$ cat src/rtl/leading_one_scan.sv
// Multi-cycle leading/trailing one detector: scans one SEG_WD-bit segment per cycle
// from the MSB end (mode 0) or the LSB end (mode 1) and reports the first set bit.
module leading_one_scan #(
  parameter int DATA_WD = 32,
  parameter int SEG_WD  = 8,
  parameter int IND_WD  = $clog2(DATA_WD)
) (
  input  logic              i_clk,
  input  logic              i_rst,
  input  logic              i_valid,
  output logic              o_ready,
  input  logic [DATA_WD-1:0] i_a,
  input  logic              i_mode,
  output logic              o_valid,
  input  logic              i_ready,
  output logic [IND_WD-1:0] o_index,
  output logic              o_found
);

  localparam int NSEG  = DATA_WD / SEG_WD;
  localparam int CNT_W = (NSEG > 1) ? $clog2(NSEG) : 1;
  localparam int POS_W = (SEG_WD > 1) ? $clog2(SEG_WD) : 1;
  localparam logic [CNT_W-1:0] LAST_CNT = CNT_W'(NSEG - 1);

  typedef enum logic [1:0] {S_IDLE, S_SCAN, S_DONE} state_t;

  state_t               r_state;
  state_t               w_next;
  logic [CNT_W-1:0]     r_cnt;
  logic [DATA_WD-1:0]   r_a;
  logic                 r_mode;
  logic [IND_WD-1:0]    r_index;
  logic                 r_found;

  logic [CNT_W-1:0]     w_seg_idx;
  logic [SEG_WD-1:0]    w_seg;
  logic [POS_W-1:0]     w_pos;
  logic [IND_WD-1:0]    w_index;
  logic                 w_nz;
  logic                 w_last;

  function automatic logic [POS_W-1:0] msb_pos(input logic [SEG_WD-1:0] seg);
    msb_pos = '0;
    for (int i = 0; i < SEG_WD; i++)
      if (seg[i]) msb_pos = POS_W'(i);
  endfunction

  function automatic logic [POS_W-1:0] lsb_pos(input logic [SEG_WD-1:0] seg);
    lsb_pos = '0;
    for (int i = SEG_WD - 1; i >= 0; i--)
      if (seg[i]) lsb_pos = POS_W'(i);
  endfunction

  // The counter is the scan position; map it to a physical segment per direction.
  assign w_seg_idx = r_mode ? r_cnt : (LAST_CNT - r_cnt);
  assign w_seg     = r_a[int'(w_seg_idx) * SEG_WD +: SEG_WD];
  assign w_pos     = r_mode ? lsb_pos(w_seg) : msb_pos(w_seg);
  assign w_index   = IND_WD'(int'(w_seg_idx) * SEG_WD + int'(w_pos));
  assign w_nz      = |w_seg;
  assign w_last    = (r_cnt == LAST_CNT);

  always_ff @(posedge i_clk or posedge i_rst) begin
    if (i_rst) r_state <= S_IDLE;
    else       r_state <= w_next;
  end

  always_comb begin
    w_next  = r_state;
    o_ready = 1'b0;
    o_valid = 1'b0;
    case (r_state)
      S_IDLE: begin
        o_ready = 1'b1;
        if (i_valid) w_next = S_SCAN;
      end
      S_SCAN: begin
        if (w_nz || w_last) w_next = S_DONE;
      end
      S_DONE: begin
        o_valid = 1'b1;
        if (i_ready) w_next = S_IDLE;
      end
      default: w_next = S_IDLE;
    endcase
  end

  always_ff @(posedge i_clk or posedge i_rst) begin
    if (i_rst) begin
      r_cnt   <= '0;
      r_a     <= '0;
      r_mode  <= 1'b0;
      r_index <= '0;
      r_found <= 1'b0;
    end else begin
      case (r_state)
        S_IDLE: begin
          if (i_valid) begin
            r_a    <= i_a;
            r_mode <= i_mode;
            r_cnt  <= '0;
          end
        end
        S_SCAN: begin
          if (w_nz) begin
            r_index <= w_index;
            r_found <= 1'b1;
          end else if (w_last) begin
            r_index <= '0;
            r_found <= 1'b0;
          end else begin
            r_cnt <= r_cnt + 1'b1;
          end
        end
        default: ;
      endcase
    end
  end

  assign o_index = r_index;
  assign o_found = r_found;

endmodule

$ cat config.mk
export PLATFORM = sky130hd
export DESIGN_NAME = leading_one_scan
export DESIGN_NICKNAME = d
export VERILOG_FILES = /design/src/rtl/leading_one_scan.sv
export SDC_FILE = /design/constraint.sdc
export NUM_CORES = 1
export LEC_CHECK = 0
export BUFFER_PORTS_ARGS = -buffer_cell sky130_fd_sc_hd__buf_2
export CORE_ASPECT_RATIO = 0.5
export CORE_MARGIN = 2
export CORE_UTILIZATION = 25
export DETAILED_ROUTE_END_ITERATION = 7
export PLACE_DENSITY = 0.43
export REMOVE_ABC_BUFFERS = 1
export SYNTH_ARGS = -nofsm -noshare
export SYNTH_HDL_FRONTEND = slang
export SYNTH_SLANG_ARGS = --single-unit
$ cat constraint.sdc
create_clock -name i_clk -period 2.3 [get_ports i_clk]
set_input_delay 0.115 -clock i_clk [delete_from_list [all_inputs] [get_ports i_clk]]
set_output_delay 0.115 -clock i_clk [all_outputs]
set_load 0.01 [all_outputs]
==> results of run 1 <==
==> power by group <==
group          internal [uW]  total [uW]  switching (uW)  leakage, uW
Clock                    540         828             288    0.0000868
Sequential              1130        1490             358     0.000508
Combinational           1140        2010             872     0.000782
==> cell families (layout without fill, tap and decap cells) <==
logic type | after synthesis | after routing
AO/OA/AOI/OAI | 35 | 35
XOR/XNOR | 1 | 1
AND/OR/NAND/NOR | 48 | 48
adder cells (fa/ha/maj) | 1 | 1
flip-flops | 43 | 43
buffers and inverters | 17 | 82
multiplexers | 63 | 63
==> synthesized netlist by cell type, drive strengths merged, types with 2 or more instances <==
| library cell | n | share of area [%] |
|---|---|---|
| nor4b | 2 | 0.68 |
| nand2b | 6 | 1.5 |
| nand3b | 3 | 0.87 |
| or3b | 3 | 1.0 |
| inv | 3 | 0.43 |
| mux2 | 36 | 16 |
| nor3 | 2 | 0.82 |
| nand3 | 6 | 1.2 |
| a221oi | 2 | 0.68 |
| o21bai | 2 | 0.58 |
| and3 | 2 | 0.68 |
| a21o | 2 | 0.58 |
| dfrtp | 43 | 42 |
| nor4bb | 2 | 0.77 |
| mux2i | 21 | 8.6 |
| a211oi | 4 | 1.2 |
| a32o | 3 | 1.2 |
| buf | 10 | 2.5 |
| nor2b | 3 | 0.82 |
| nor2 | 4 | 0.58 |
| a22o | 2 | 0.68 |
| clkbuf | 4 | 0.58 |
| mux4 | 6 | 5.7 |
| nand4 | 2 | 1.1 |
| a22oi | 7 | 2.0 |
| o21ai | 6 | 1.6 |
| nand2 | 6 | 0.87 |
| and2 | 3 | 0.82 |
==> layer usage <==
layer,up-vias,routed length (um),GRT usage [%]
met2,30,2450,15.2
met4,0,51,3.43
met5,-,0,0
met3,5,214,2.89
li1,923,-,-
met1,948,3300,18.3
==> how the worst max path moves through the flow <==
| stage | start | to | slack [ns] | depth (start not counted) |
|---|---|---|---|---|
| after global routing | r_mode$_DFFE_PP0P_ | r_cnt[0]$_DFFE_PP0P_ | -0.03 | 8 |
| after CTS | r_mode$_DFFE_PP0P_ | r_cnt[1]$_DFFE_PP0P_ | 0.01 | 7 |
| final | r_mode$_DFFE_PP0P_ | r_cnt[1]$_DFFE_PP0P_ | 0.08 | 6 |
| after detailed placement | r_cnt[1]$_DFFE_PP0P_ | r_cnt[1]$_DFFE_PP0P_ | -0.05 | 7 |
| after global placement | r_mode$_DFFE_PP0P_ | r_cnt[1]$_DFFE_PP0P_ | 0.04 | 6 |
| after floorplan | r_cnt[0]$_DFFE_PP0P_ | o_index[0]$_DFFE_PP0P_ | -0.61 | 6 |
==> through the flow <==
step                      cell area [um2]  power [uW]  setup WS (ns)
after floorplan                      2510        2730         -0.608
after global placement               3090        3370         0.0358
after detailed placement             3090        3420        -0.0528
after CTS                            3290        4280         0.0114
after global routing                 3380        4680        -0.0274
final                                3380        4330         0.0757
==> critical path, cell delays in order, from the launching register on <==
cell and delay, ns:
dfrtp_2 0.44, mux4_2 0.55, mux2i_4 0.16, and3_4 0.24
nand4_4 0.15, nor3_4 0.25, mux2_4 0.32
==> layout make-up <==
type	instances	area, um2
fill	1054	6770
timing repair buffer	71	478
tap	140	175
inverter	3	11.3
multi-input combinational	148	1470
clock inverter	2	35.0
sequential	43	1080
clock buffer	6	139
==> sequential cells by signal, indices dropped and copies added (netlist names) <==
name	cells
r_a	32
o_index	5
r_cnt	2
r_state	2
o_found	1
r_mode	1
==> repair_timing <==
item	CTS	global route
setup buffers	0	5
endpoints found under the setup margin	4	5
endpoints found under the hold margin	44	0
pin swaps	0	5
resized for setup	3	16
hold buffers	2	0
==> summary.txt, run 1 <==
CP required -> 2.47 ns
largest family of logic cells by synthesized area -> multiplexers
Routed WL -> 6020 um
flop and latch count out of synthesis -> 43
via count -> 1906
Post-Layout Cell Count -> 413
clk_skew -> 0.00629 ns
hold_sp -> i_a[28]
clock net sink count -> 43
Worst R2R Setup Slack -> 0.08 ns
Post-DRT Antenna Nets -> 0
Die W -> 148 um
Worst Reg-to-Reg Cells -> 6
H-tree depth -> 2
fraction of the mapped netlist area in adder cells -> 0.483%
Critical R2R Capture -> r_cnt[1]$_DFFE_PP0P_
share of cells above drive strength 1 -> 52.4%
RSZ-0062 raised after global routing -> true
register area share after synthesis -> 41.6%
fin util -> 33.3%
1st-pass router iterations -> 4
Startpoint Class -> flip-flop
deepest clock path buffer count -> 2
Die H -> 76.0 um
leakage power figure -> 0.00138 uW
fmax -> 0.450 GHz
Mean Syn Cell Area -> 12.4 um2
Setup-failing EPs final -> 0
EDFF count, synth -> 0
RD Place Congestion -> 0.740
CP Capture Type -> flip-flop
CP max FO -> 6
maximum VDD drop -> 286 uV
commonest non-fill, non-tap cell in the layout -> buf_2
vias in the first global route -> 1920
PwrDens -> 1280 mW/mm2
hold_ws -> 0.0536 ns
first-pass GRT wire length -> 10500 um
Clock Tree Root -> clkbuf_16
Setup TNS -> 0 ns
CTS tree -> built
measured slew at the worst slew-check pin -> 0.559 ns
DRC -> 0
Max-Slew Margin vs Limit -> 62.8%
Compound-Gate Fraction of Synth Area -> 11.5%
Avg WL per Cell -> 14.6 um
multiplexer area fraction after synthesis -> 29.9%
path type of the worst setup path -> reg2reg
Slew Limit Fails -> 0
HPWL after DPL -> 4560 um
n_diodes -> 0
CTS clk-pin slew, worst paths -> 0.06 ns
Syn Inst Count -> 208
Final nets -> 310
initial core utilization -> 25.5%
Synth Flop Type -> dfrtp_1
DIE AREA -> 0.0112 mm2
XOR/XNOR Fraction of Synth Area -> 0.338%
Synth warnings -> 0
Hold Crit Class -> in2reg
most frequent cells in the layout -> 44 x buf_2, 40 x dfrtp_1, 35 x mux2_2
mapped cell area -> 0.00259 mm2
global-route usage over all layers -> 11.6%
Area Overhead vs Synth -> 30.7%
Tcrit/Tclk final -> 96.7%
gr ovfl total -> 0
hold path endpoint -> r_a[28]$_DFFE_PP0P_
asr flop ratio synth -> 100%
Synth cell types -> 55
clock latency on the worst-skew pair -> 0.29 ns
CP arrival -> 2.39 ns
Core ar. -> 0.0101 mm2
Worst Hold Depth -> 2
FP Rows -> 26
Via-to-Cell Ratio -> 4.62
Max-cap violations -> 0
IO Port Bufs -> 44
Final Hold Viols -> 0
placed insts -> 398
largest net degree at the start of global routing -> 44
io pins -> 45
outcome -> finished clean
First DRT Iteration DRCs -> 64
Reg-to-Reg Start -> r_mode$_DFFE_PP0P_
simple-gate share of the synthesized area -> 12.7%
Num CTS Buffers -> 5
antenna violations before repair -> 0
final critical-path required period -> 2.22 ns
No activity file was read; power rests on OpenSTA's default activity.
==> run 2, diff against run 1 <==
--- a/config.mk
+++ b/config.mk
@@ -10,7 +10,7 @@
 export CORE_MARGIN = 2
 export CORE_UTILIZATION = 25
 export DETAILED_ROUTE_END_ITERATION = 7
-export PLACE_DENSITY = 0.43
+export PLACE_DENSITY = 0.42
 export REMOVE_ABC_BUFFERS = 1
 export SYNTH_ARGS = -nofsm -noshare
 export SYNTH_HDL_FRONTEND = slang
==> constraint.sdc (replaced) <==
create_clock -name i_clk -period 2.7 [get_ports i_clk]
set_input_delay 0.135 -clock i_clk [delete_from_list [all_inputs] [get_ports i_clk]]
set_output_delay 0.135 -clock i_clk [all_outputs]
set_load 0.01 [all_outputs]
==> summary.txt, run 2 (synthesis gave the netlist of run 1 again) <==
outcome -> finished clean (unchanged)
Post-CTS Setup Bufs -> 0 (unchanged)
io pins -> 45 (unchanged)
FP Rows -> 26 (unchanged)
DIE AREA -> 0.0112 mm2 (unchanged)
Num CTS Buffers -> 5 (unchanged)
measured slew at the worst slew-check pin -> 0.773 ns (was 0.559 ns)
Area Overhead vs Synth -> 20.7% (was 30.7%)
HPWL after DPL -> 4500 um (was 4560 um)
n_diodes -> 0 (unchanged)
CP max FO -> 22 (was 6)
CTS tree -> built (unchanged)
fmax -> 0.404 GHz (was 0.450 GHz)
CP Capture Type -> flip-flop (unchanged)
most frequent cells in the layout -> 44 x buf_2, 43 x dfrtp_1, 35 x mux2_2 (was 44 x buf_2, 40 x dfrtp_1, 35 x mux2_2)
DRC -> 0 (unchanged)
Core ar. -> 0.0101 mm2 (unchanged)
gr ovfl total -> 0 (unchanged)
Worst Reg-to-Reg Cells -> 6 (unchanged)
antenna violations before repair -> 0 (unchanged)
internal power -> 2120 uW (was 2810 uW)
Post-Layout Cell Count -> 394 (was 413)
Max-Slew Margin vs Limit -> 48.1% (was 62.8%)
share of cells above drive strength 1 -> 41.7% (was 52.4%)
H-tree depth -> 2 (unchanged)
final instance area -> 0.00312 mm2 (was 0.00338 mm2)
path type of the worst setup path -> reg2reg (unchanged)
Net Sw Power -> 1250 uW (was 1520 uW)
via count -> 1817 (was 1906)
largest net degree at the start of global routing -> 37 (was 44)
Placed Area -> 0.00297 mm2 (was 0.00309 mm2)
Setup-failing EPs final -> 0 (unchanged)
placed insts -> 385 (was 398)
CTS clk-pin slew, worst paths -> 0.06 ns (about the same)
First DRT Iteration DRCs -> 102 (was 64)
Clock Tree Root -> clkbuf_16 (unchanged)
clock latency on the worst-skew pair -> 0.30 ns (was 0.29 ns)
maximum VDD drop -> 213 uV (was 286 uV)
vias in the first global route -> 1862 (was 1920)
clock net sink count -> 43 (unchanged)
CP arrival -> 2.66 ns (was 2.39 ns)
Worst R2R Setup Slack -> 0.22 ns (was 0.08 ns)
Clock power frac -> 18.1% (was 19.1%)
final critical-path required period -> 2.48 ns (was 2.22 ns)
Final nets -> 291 (was 310)
Final Hold Viols -> 0 (unchanged)
hold path endpoint -> r_state[1]$_DFFE_PP0P_ (was r_a[28]$_DFFE_PP0P_)
commonest non-fill, non-tap cell in the layout -> buf_2 (unchanged)
IO Port Bufs -> 44 (unchanged)
PwrDens -> 1080 mW/mm2 (was 1280 mW/mm2)
Startpoint Class -> flip-flop (unchanged)
largest register by flop count -> r_a (unchanged)
Tcrit/Tclk final -> 91.8% (was 96.7%)
1st-pass router iterations -> 4 (unchanged)
clk_skew -> 0.00537 ns (was 0.00629 ns)
Post-DRT Antenna Nets -> 0 (unchanged)
initial core utilization -> 25.5% (unchanged)
Max-cap violations -> 0 (unchanged)
Routed WL -> 5970 um (was 6020 um)
sequential power share -> 37.0% (was 34.3%)
switching part of the total power -> 37.1% (was 35.1%)
Die H -> 76.0 um (unchanged)
deepest clock path buffer count -> 2 (unchanged)
combinational cell fraction of total power -> 44.9% (was 46.5%)
RD Place Congestion -> 0.709 (was 0.740)
Worst Hold Depth -> 2 (unchanged)
Critical R2R Capture -> o_index[0]$_DFFE_PP0P_ (was r_cnt[1]$_DFFE_PP0P_)
first-pass GRT wire length -> 9940 um (was 10500 um)
Slew Limit Fails -> 0 (unchanged)
CP required -> 2.88 ns (was 2.47 ns)
Avg WL per Cell -> 15.2 um (was 14.6 um)
CTS resizes -> 0 (was 3)
leakage power figure -> 0.00125 uW (was 0.00138 uW)
Hold Crit Class -> in2reg (unchanged)
global-route usage over all layers -> 11.3% (was 11.6%)
Via-to-Cell Ratio -> 4.61 (was 4.62)
Die W -> 148 um (unchanged)
RSZ-0062 raised after global routing -> false (was true)
Reg-to-Reg Start -> r_cnt[1]$_DFFE_PP0P_ (was r_mode$_DFFE_PP0P_)
hold_sp -> i_ready (was i_a[28])
max reg flops -> 32 (unchanged)
run 2: layout make-up:
cell class / count / area (um2)
flip-flops and latches: 43 / 1080
clock buffers: 5 / 125
clock inverters: 3 / 20.0
fillers: 1057 / 7030
multi-input cells: 148 / 1420
well taps: 140 / 175
inverters: 3 / 11.3
repair buffers: 52 / 295
run 2: how the worst max path moves through the flow:
stage                                    start                      to  slack (ns)  cells after the start
after CTS                 r_cnt[1]$_DFFE_PP0P_  o_index[0]$_DFFE_PP0P_        0.21                      6
after global routing      r_cnt[1]$_DFFE_PP0P_  o_index[0]$_DFFE_PP0P_        0.03                      6
after detailed placement  r_cnt[1]$_DFFE_PP0P_  o_index[0]$_DFFE_PP0P_        0.23                      6
after global placement    r_cnt[1]$_DFFE_PP0P_  o_index[0]$_DFFE_PP0P_        0.26                      6
after floorplan           r_cnt[0]$_DFFE_PP0P_  o_index[0]$_DFFE_PP0P_       -0.21                      6
final                     r_cnt[1]$_DFFE_PP0P_  o_index[0]$_DFFE_PP0P_        0.22                      6
run 2: metal layers:
metal	part of all wire, %	wire length (um)	vias to the layer above	global-route usage (%)
met5	0	0	-	0
met4	1.8	106	0	4.57
met3	4.9	295	8	3.19
met2	41	2430	30	15.0
met1	53	3140	883	17.0
li1	-	-	896	-
run 2: per-stage QoR:
stage,hold slack [ns],power (uW),setup TNS (ns),worst slack (ns),util (%)
detailed placement,0.219,2790,0,0.231,29.3
CTS,0.0179,3420,0,0.211,30.8
global placement,0.205,2750,0,0.256,29.3
finish,0.0205,3380,0,0.222,30.8
floorplan,0.227,2330,-0.392,-0.208,-
global route,0.0237,3640,0,0.0298,30.8
run 2: timing repair:
item / 4_1_cts / 5_1_grt
hold buffers: 1 / 0
setup endpoints to repair: 0 / 0
hold endpoints to repair: 20 / 0
run 2: worst max-delay path, stage by stage, from the launching register on:
cell and delay [ns]:
dfrtp_1 0.75, nand2b_1 0.21, a2bb2o_1 0.29, a221oi_1 0.29, o21ai_0 0.17, a311o_1 0.40, a32o_1 0.27
run 2: power groups by stage:
stage | logic, uW | clock network [uW] | registers [uW]
floorplan | 1110 | 0 | 1220
global placement | 1500 | 0 | 1250
detailed placement | 1530 | 0 | 1270
CTS | 1540 | 629 | 1250
global route | 1680 | 663 | 1300
finish | 1520 | 612 | 1250
